===== src/rtl/viterbi_acs_unit.sv =====
// Add-compare-select stage for an 8-state Viterbi decoder.
// Holds the path metrics, produces per-state survivor decisions and the best state.

module viterbi_acs_lane #(
  parameter int PM_W = 8
) (
  input  logic [PM_W-1:0] pm_p0,
  input  logic [PM_W-1:0] pm_p1,
  input  logic [1:0]      bm0,
  input  logic [1:0]      bm1,
  output logic [PM_W-1:0] pm_new,
  output logic            dec
);
  logic [PM_W:0]   sum0, sum1;
  logic [PM_W-1:0] c0, c1;

  always_comb begin
    sum0   = {1'b0, pm_p0} + {{(PM_W-1){1'b0}}, bm0};
    sum1   = {1'b0, pm_p1} + {{(PM_W-1){1'b0}}, bm1};
    // Any carry out pins the candidate at the all-ones ceiling.
    c0     = sum0[PM_W] ? {PM_W{1'b1}} : sum0[PM_W-1:0];
    c1     = sum1[PM_W] ? {PM_W{1'b1}} : sum1[PM_W-1:0];
    dec    = (c1 < c0);
    pm_new = dec ? c1 : c0;
  end
endmodule

module viterbi_acs_unit #(
  parameter int PM_W     = 8,
  parameter int INIT_PEN = 16
) (
  input  logic              clk,
  input  logic              rst,
  input  logic              start,
  input  logic              in_valid,
  input  logic [15:0]       bm0_flat,
  input  logic [15:0]       bm1_flat,
  output logic              out_valid,
  output logic [7:0]        decisions,
  output logic [2:0]        best_state,
  output logic [8*PM_W-1:0] pm_flat
);
  localparam int NUM_ST = 8;

  typedef enum logic {IDLE, RUN} state_t;

  state_t state_q, state_d;
  logic   do_step;

  logic [NUM_ST-1:0][PM_W-1:0] pm_q, init_pm, base_pm, new_pm, norm_pm;
  logic [NUM_ST-1:0]           dec_w, msb_w;
  logic [2:0]                  best_w;
  logic [PM_W-1:0]             best_pm;

  always_comb begin
    for (int s = 0; s < NUM_ST; s++)
      init_pm[s] = (s == 0) ? '0 : PM_W'(INIT_PEN);
  end

  // A start pulse makes the step (if any) run from the initial metrics.
  assign base_pm = start ? init_pm : pm_q;

  for (genvar s = 0; s < NUM_ST; s++) begin : g_lane
    viterbi_acs_lane #(.PM_W(PM_W)) u_lane (
      .pm_p0  (base_pm[s/2]),
      .pm_p1  (base_pm[4 + s/2]),
      .bm0    (bm0_flat[2*s+1:2*s]),
      .bm1    (bm1_flat[2*s+1:2*s]),
      .pm_new (new_pm[s]),
      .dec    (dec_w[s])
    );
    assign msb_w[s] = new_pm[s][PM_W-1];
  end

  // Once every metric has crossed half range, dropping the MSB rebases them all.
  always_comb begin
    for (int s = 0; s < NUM_ST; s++) begin
      norm_pm[s] = new_pm[s];
      if (&msb_w) norm_pm[s][PM_W-1] = 1'b0;
    end
  end

  always_comb begin
    best_w  = '0;
    best_pm = norm_pm[0];
    for (int s = 1; s < NUM_ST; s++) begin
      if (norm_pm[s] < best_pm) begin
        best_w  = 3'(s);
        best_pm = norm_pm[s];
      end
    end
  end

  always_comb begin
    state_d = state_q;
    do_step = 1'b0;
    case (state_q)
      IDLE: begin
        if (start) begin
          state_d = RUN;
          do_step = in_valid;
        end
      end
      RUN:     do_step = in_valid;
      default: state_d = IDLE;
    endcase
  end

  always_ff @(posedge clk) begin
    if (!rst) begin
      state_q    <= IDLE;
      pm_q       <= init_pm;
      out_valid  <= 1'b0;
      decisions  <= '0;
      best_state <= '0;
    end else begin
      state_q   <= state_d;
      out_valid <= do_step;
      if (do_step) begin
        pm_q       <= norm_pm;
        decisions  <= dec_w;
        best_state <= best_w;
      end else if (start) begin
        pm_q <= init_pm;
      end
    end
  end

  assign pm_flat = pm_q;
endmodule


===== config.mk =====
export PLATFORM = sky130hd
export DESIGN_NAME = viterbi_acs_unit
export DESIGN_NICKNAME = d
export VERILOG_FILES = /design/src/rtl/viterbi_acs_unit.sv
export SDC_FILE = /design/constraint.sdc
export NUM_CORES = 1
export LEC_CHECK = 0
export BUFFER_PORTS_ARGS = -buffer_cell sky130_fd_sc_hd__buf_2
export CAP_MARGIN = 10
export CELL_PAD_IN_SITES_DETAIL_PLACEMENT = 1
export CELL_PAD_IN_SITES_GLOBAL_PLACEMENT = 1
export CORE_ASPECT_RATIO = 2
export CORE_MARGIN = 10
export CORE_UTILIZATION = 45
export DETAILED_ROUTE_END_ITERATION = 7
export GPL_TIMING_DRIVEN = 1
export PLACE_DENSITY_LB_ADDON = 0.1
export RECOVER_POWER = 25
export SYNTH_ARGS = -nofsm -noshare
export SYNTH_HDL_FRONTEND = slang
export SYNTH_SLANG_ARGS = --single-unit

===== constraint.sdc =====
create_clock -name clk -period 25.1 [get_ports clk]
set_clock_uncertainty 0.05 [all_clocks]
set_input_delay 2.51 -clock clk [delete_from_list [all_inputs] [get_ports clk]]
set_output_delay 2.51 -clock clk [all_outputs]
set_load 0.02 [all_outputs]

==> summary by stage <==
Status
The flow ran to the end, but the final reports show violations. The final reports fail on capacitance limit, slew limit.

STA
The final hold violation count is 0. Summed over all failing endpoints, the final setup total negative slack is 0 ns. The measured slew at the worst slew-check pin is 3.285 ns. The relative slew slack is -119.0%.

In the finished design, the share of the clock period the worst path needs comes to 84.18%. The highest achievable clock rate is 0.04733 GHz. The final count of negative-setup-slack endpoints is 0. Setup repair after global routing left no endpoint under its margin.

The post-route worst setup slack is 3.972 ns. The clock period could shrink to 21.13 ns. The number of max-slew violations in the final report is 78.

Cells and area
After routing the design area is 11,660 sq um. In the final design database the tool counted 1,727 nets. The number of fill cells in the layout is 3,075. 0 antenna diodes ended up in the layout. Cells with a size suffix above 1 make up 10.08% of the layout. The count of cells in the finished layout, fillers not included, comes to 1,841. Relative to the synthesized area, the layout overhead comes to 9.956%.

Place
Counting tap cells, the placed design contains a total of 1,826 instances. The number of buffers added on ports is 111. Detailed placement finished with a half-perimeter wire length of 32.41 mm. The minimum setup slack after placement is 3.745 ns. The cell area after placement is 11,370 sq um. The placer congestion estimate is 0.9219.

Clocking
The number of gates resized after CTS is 0. Clock tree synthesis selected as its root buffer the cell clkbuf_16. The H-tree was split into 3 levels. TritonCTS built the clock tree.

After clock tree synthesis, the setup repair step added 0 buffers. The longest clock path from root to sink contains 2 buffers. The clock drives 77 sinks. Buffers inserted during clock tree synthesis total 9. Hold repair after CTS inserted 0 buffers.

After clock tree synthesis, the clock-pin slew on the worst setup and hold paths is 0.07 ns. The clock latency on the worst-skew pair is 0.38 ns.

Power
The analysis attributes to net switching a power of 1076 uW. The sequential share of power is 7.6%. The worst-case IR drop observed on VDD is 299.9 uV. The switching power as a share of total power is 54.88%. The proportion of power drawn by the clock network is 8.2%.

The internal power summed over all cells is 885.0 uW. The cell leakage power is 0.005178 uW. In this run the power density over the cells is 168.2 nW/um^2. Per report_power, the combinational group accounts for 84.2% of the total.

Yosys
When the netlist entered floorplanning its net count stood at 1,654. In this run the cell area of the synthesized design comes to 10,610 sq um. The flop and latch count out of synthesis is 77. The number of enable-type register cells in the synthesized netlist is 0.

The number of distinct standard cells referenced by the synthesized netlist is 95. After synthesis, the mean cell area works out to 7.162 sq um. The register area share after synthesis is 14.53%. The post-synthesis instance total is 1,481. Yosys printed 0 warnings. Of all flip-flops after synthesis, the portion carrying an async set or reset was 0%. The leading register cell type out of synthesis is dfxtp_1.

Floorplanning
From bottom edge to top edge, the die measures 237.1 microns. The width of the chip is 128.6 microns. The area of the core is 23,230 sq um. The area enclosed by the die boundary is 30,480 sq um.

The floorplan has 79 rows. The initial standard-cell utilization of the core is 45.66%. The count of boundary I/O pins is 112.

Critical path
The number of cell instances on the worst register-to-register path is 74. The endpoint of the most critical register-to-register path is best_state[2]. The worst-path cell with the longest stage delay is a211oi_2. For this run, the slowest stage of the critical path takes 0.68 ns. STA puts the critical path data required time at 25.29 ns.

The cell seen most often among critical-path stages is ha_1. The worst endpoint data arrival time is 21.31 ns. The endpoint class of the critical path is a flop. Along the worst path, the maximum fanout reaches 48.

The critical path start-end classification is input port to flop. The worst setup path is launched from an input port. The worst register-to-register path begins at pm_flat[33]. For flop-to-flop paths, the worst setup slack is 6.58 ns. Tracing the worst setup path back leads to its startpoint at start. The end of the critical path is best_state[2].

GRT
The combined global-route utilization of all metal layers is 25.86%. Entering global routing, the biggest net connects 86 pins. The initial antenna violation count came to 0. The via count of the first global-routing pass is 11,770. The residual overflow from global routing is 0.

The wire length of the first global-routing pass is 62.85 mm.

Drt
The first detailed-routing pass ran for 5 iterations. The total vias in the final route is 11,170. In this run the remaining antenna-violating nets after routing total 0. After detailed routing, the total wire length is 40.09 mm. The detailed-route DRC error count is 0. In this run, the number of DRC markers left after iteration 0 of detailed routing was 480. The average routed wire per standard cell is 21.78 microns.

In the routed layout, each cell is associated on average with a via count of 6.069.

Hold path
The worst hold path belongs to the class flop to flop.

Flow run
The number of max-capacitance violations reported is 1.
[routing by layer]
metal  vias up  global-route usage (%)  part of all wire, %
met5         -                       0                    0
met4         0                   14.74                  5.9
met3       107                   3.759                  2.9
met2       237                   49.65                   55
met1      5477                   24.97                   36
li1       5352                       -                    -
[final cells by class]
type	instances	area, sq um	share of cell area (%)
clock buffer	9	225.2	1.931
clock inverter	6	112.6	0.9656
inverter	96	360.3	3.090
multi-input combinational	1247	8473	72.65
sequential	77	1541	13.22
tap	283	354.1	3.036
timing repair buffer	123	595.6	5.107
[cell usage in the layout (no fill, tap or decap), types with 23 or more instances in the layout]
cell / netlist / final
nor2_1: 180 / 180
nand2_1: 176 / 176
ha_1: 125 / 125
a21oi_1: 118 / 118
inv_1: 95 / 95
dfxtp_1: 77 / 77
buf_2: 6 / 74
o21ai_0: 73 / 73
nor2b_1: 54 / 54
mux2i_1: 54 / 54
nand3_1: 45 / 45
clkbuf_1: 49 / 38
xnor2_1: 35 / 35
nor3_1: 34 / 34
o21a_1: 26 / 25
a21o_1: 23 / 23
a21boi_0: 23 / 23
[Yosys cell counts (all sizes together), types with 4 or more instances]
cell type | number | area [sq um]
nor2 | 182 | 688.2
nand2 | 177 | 666.9
ha | 125 | 1564
a21oi | 120 | 615.6
inv | 96 | 360.3
o21ai | 79 | 414.2
dfxtp | 77 | 1541
nor2b | 56 | 355.3
mux2i | 54 | 540.5
clkbuf | 49 | 183.9
nand3 | 45 | 225.2
xnor2 | 35 | 306.5
nor3 | 34 | 170.2
o21a | 26 | 195.2
a21boi | 24 | 180.2
a21o | 23 | 172.7
and2 | 22 | 137.6
nand2b | 21 | 141.4
xor2 | 21 | 183.9
a31oi | 15 | 108.9
buf | 12 | 60.05
fa | 12 | 240.2
mux2 | 12 | 142.6
nand4 | 12 | 75.07
or2 | 12 | 75.07
o211a | 11 | 110.1
or3 | 11 | 68.82
and3 | 10 | 62.56
a211oi | 8 | 70.06
nand3b | 7 | 52.55
maj3 | 6 | 60.06
nor4 | 6 | 52.55
o31a | 6 | 52.55
o31ai | 6 | 50.05
a31o | 5 | 43.79
a41oi | 4 | 42.55
and4 | 4 | 37.54
o211ai | 4 | 30.03
o32ai | 4 | 53.81
o41ai | 4 | 53.81
[cell families (layout without fill, tap and decap cells)]
kind of cell | count (synthesis) | count (layout) | share of synthesized area (%)
AND/OR/NAND/NOR | 610 | 610 | 27.37
AO/OA/AOI/OAI | 372 | 372 | 23.76
buffers and inverters | 157 | 234 | 5.698
adder cells (fa/ha/maj) | 143 | 143 | 17.58
flip-flops | 77 | 77 | 14.53
multiplexers | 66 | 66 | 6.441
XOR/XNOR | 56 | 56 | 4.624
[flip-flops by register name, summed over array words and instances, names as in the netlist]
signal / cells
decisions: 8
out_valid: 1
best_state: 3
pm_flat: 64
state_q: 1
[stage by stage]
stage	total power (uW)	hold WS, ns	utilization, %
floorplan	1406	0.4027	-
global placement	1733	0.4030	48.97
detailed placement	1785	0.4163	48.97
CTS	1956	0.4270	50.42
global route	2157	0.4666	50.21
finish	1961	0.4228	50.21
[critical path: cells and delay by family]
kind	cells	cell delay (ns)
multiplexers	6	2.10
XOR/XNOR	1	0.18
adder cells (fa/ha/maj)	9	2.64
buffers and inverters	8	1.43
AO/OA/AOI/OAI	34	8.65
AND/OR/NAND/NOR	19	3.77
[worst min path at each step]
| stage | from | to | slack [ns] | cells past startpoint |
|---|---|---|---|---|
| 2_1_floorplan | state_q | state_q | 0.40 | 1 |
| 3_3_place_gp | decisions[4] | decisions[4] | 0.40 | 2 |
| 3_5_place_dp | decisions[4] | decisions[4] | 0.42 | 2 |
| 4_1_cts | decisions[4] | decisions[4] | 0.43 | 2 |
| 5_1_grt | decisions[7] | decisions[7] | 0.47 | 2 |
| 6_report | decisions[4] | decisions[4] | 0.42 | 2 |
[power by group through the flow]
stage | logic, uW | registers (uW) | clock network, uW
after floorplan | 1250 | 160 | 0
after global placement | 1580 | 151 | 0
after detailed placement | 1630 | 152 | 0
after CTS | 1640 | 149 | 165
after global routing | 1840 | 151 | 169
final | 1650 | 149 | 161
Note: power is estimated with default switching activity, not from simulation.
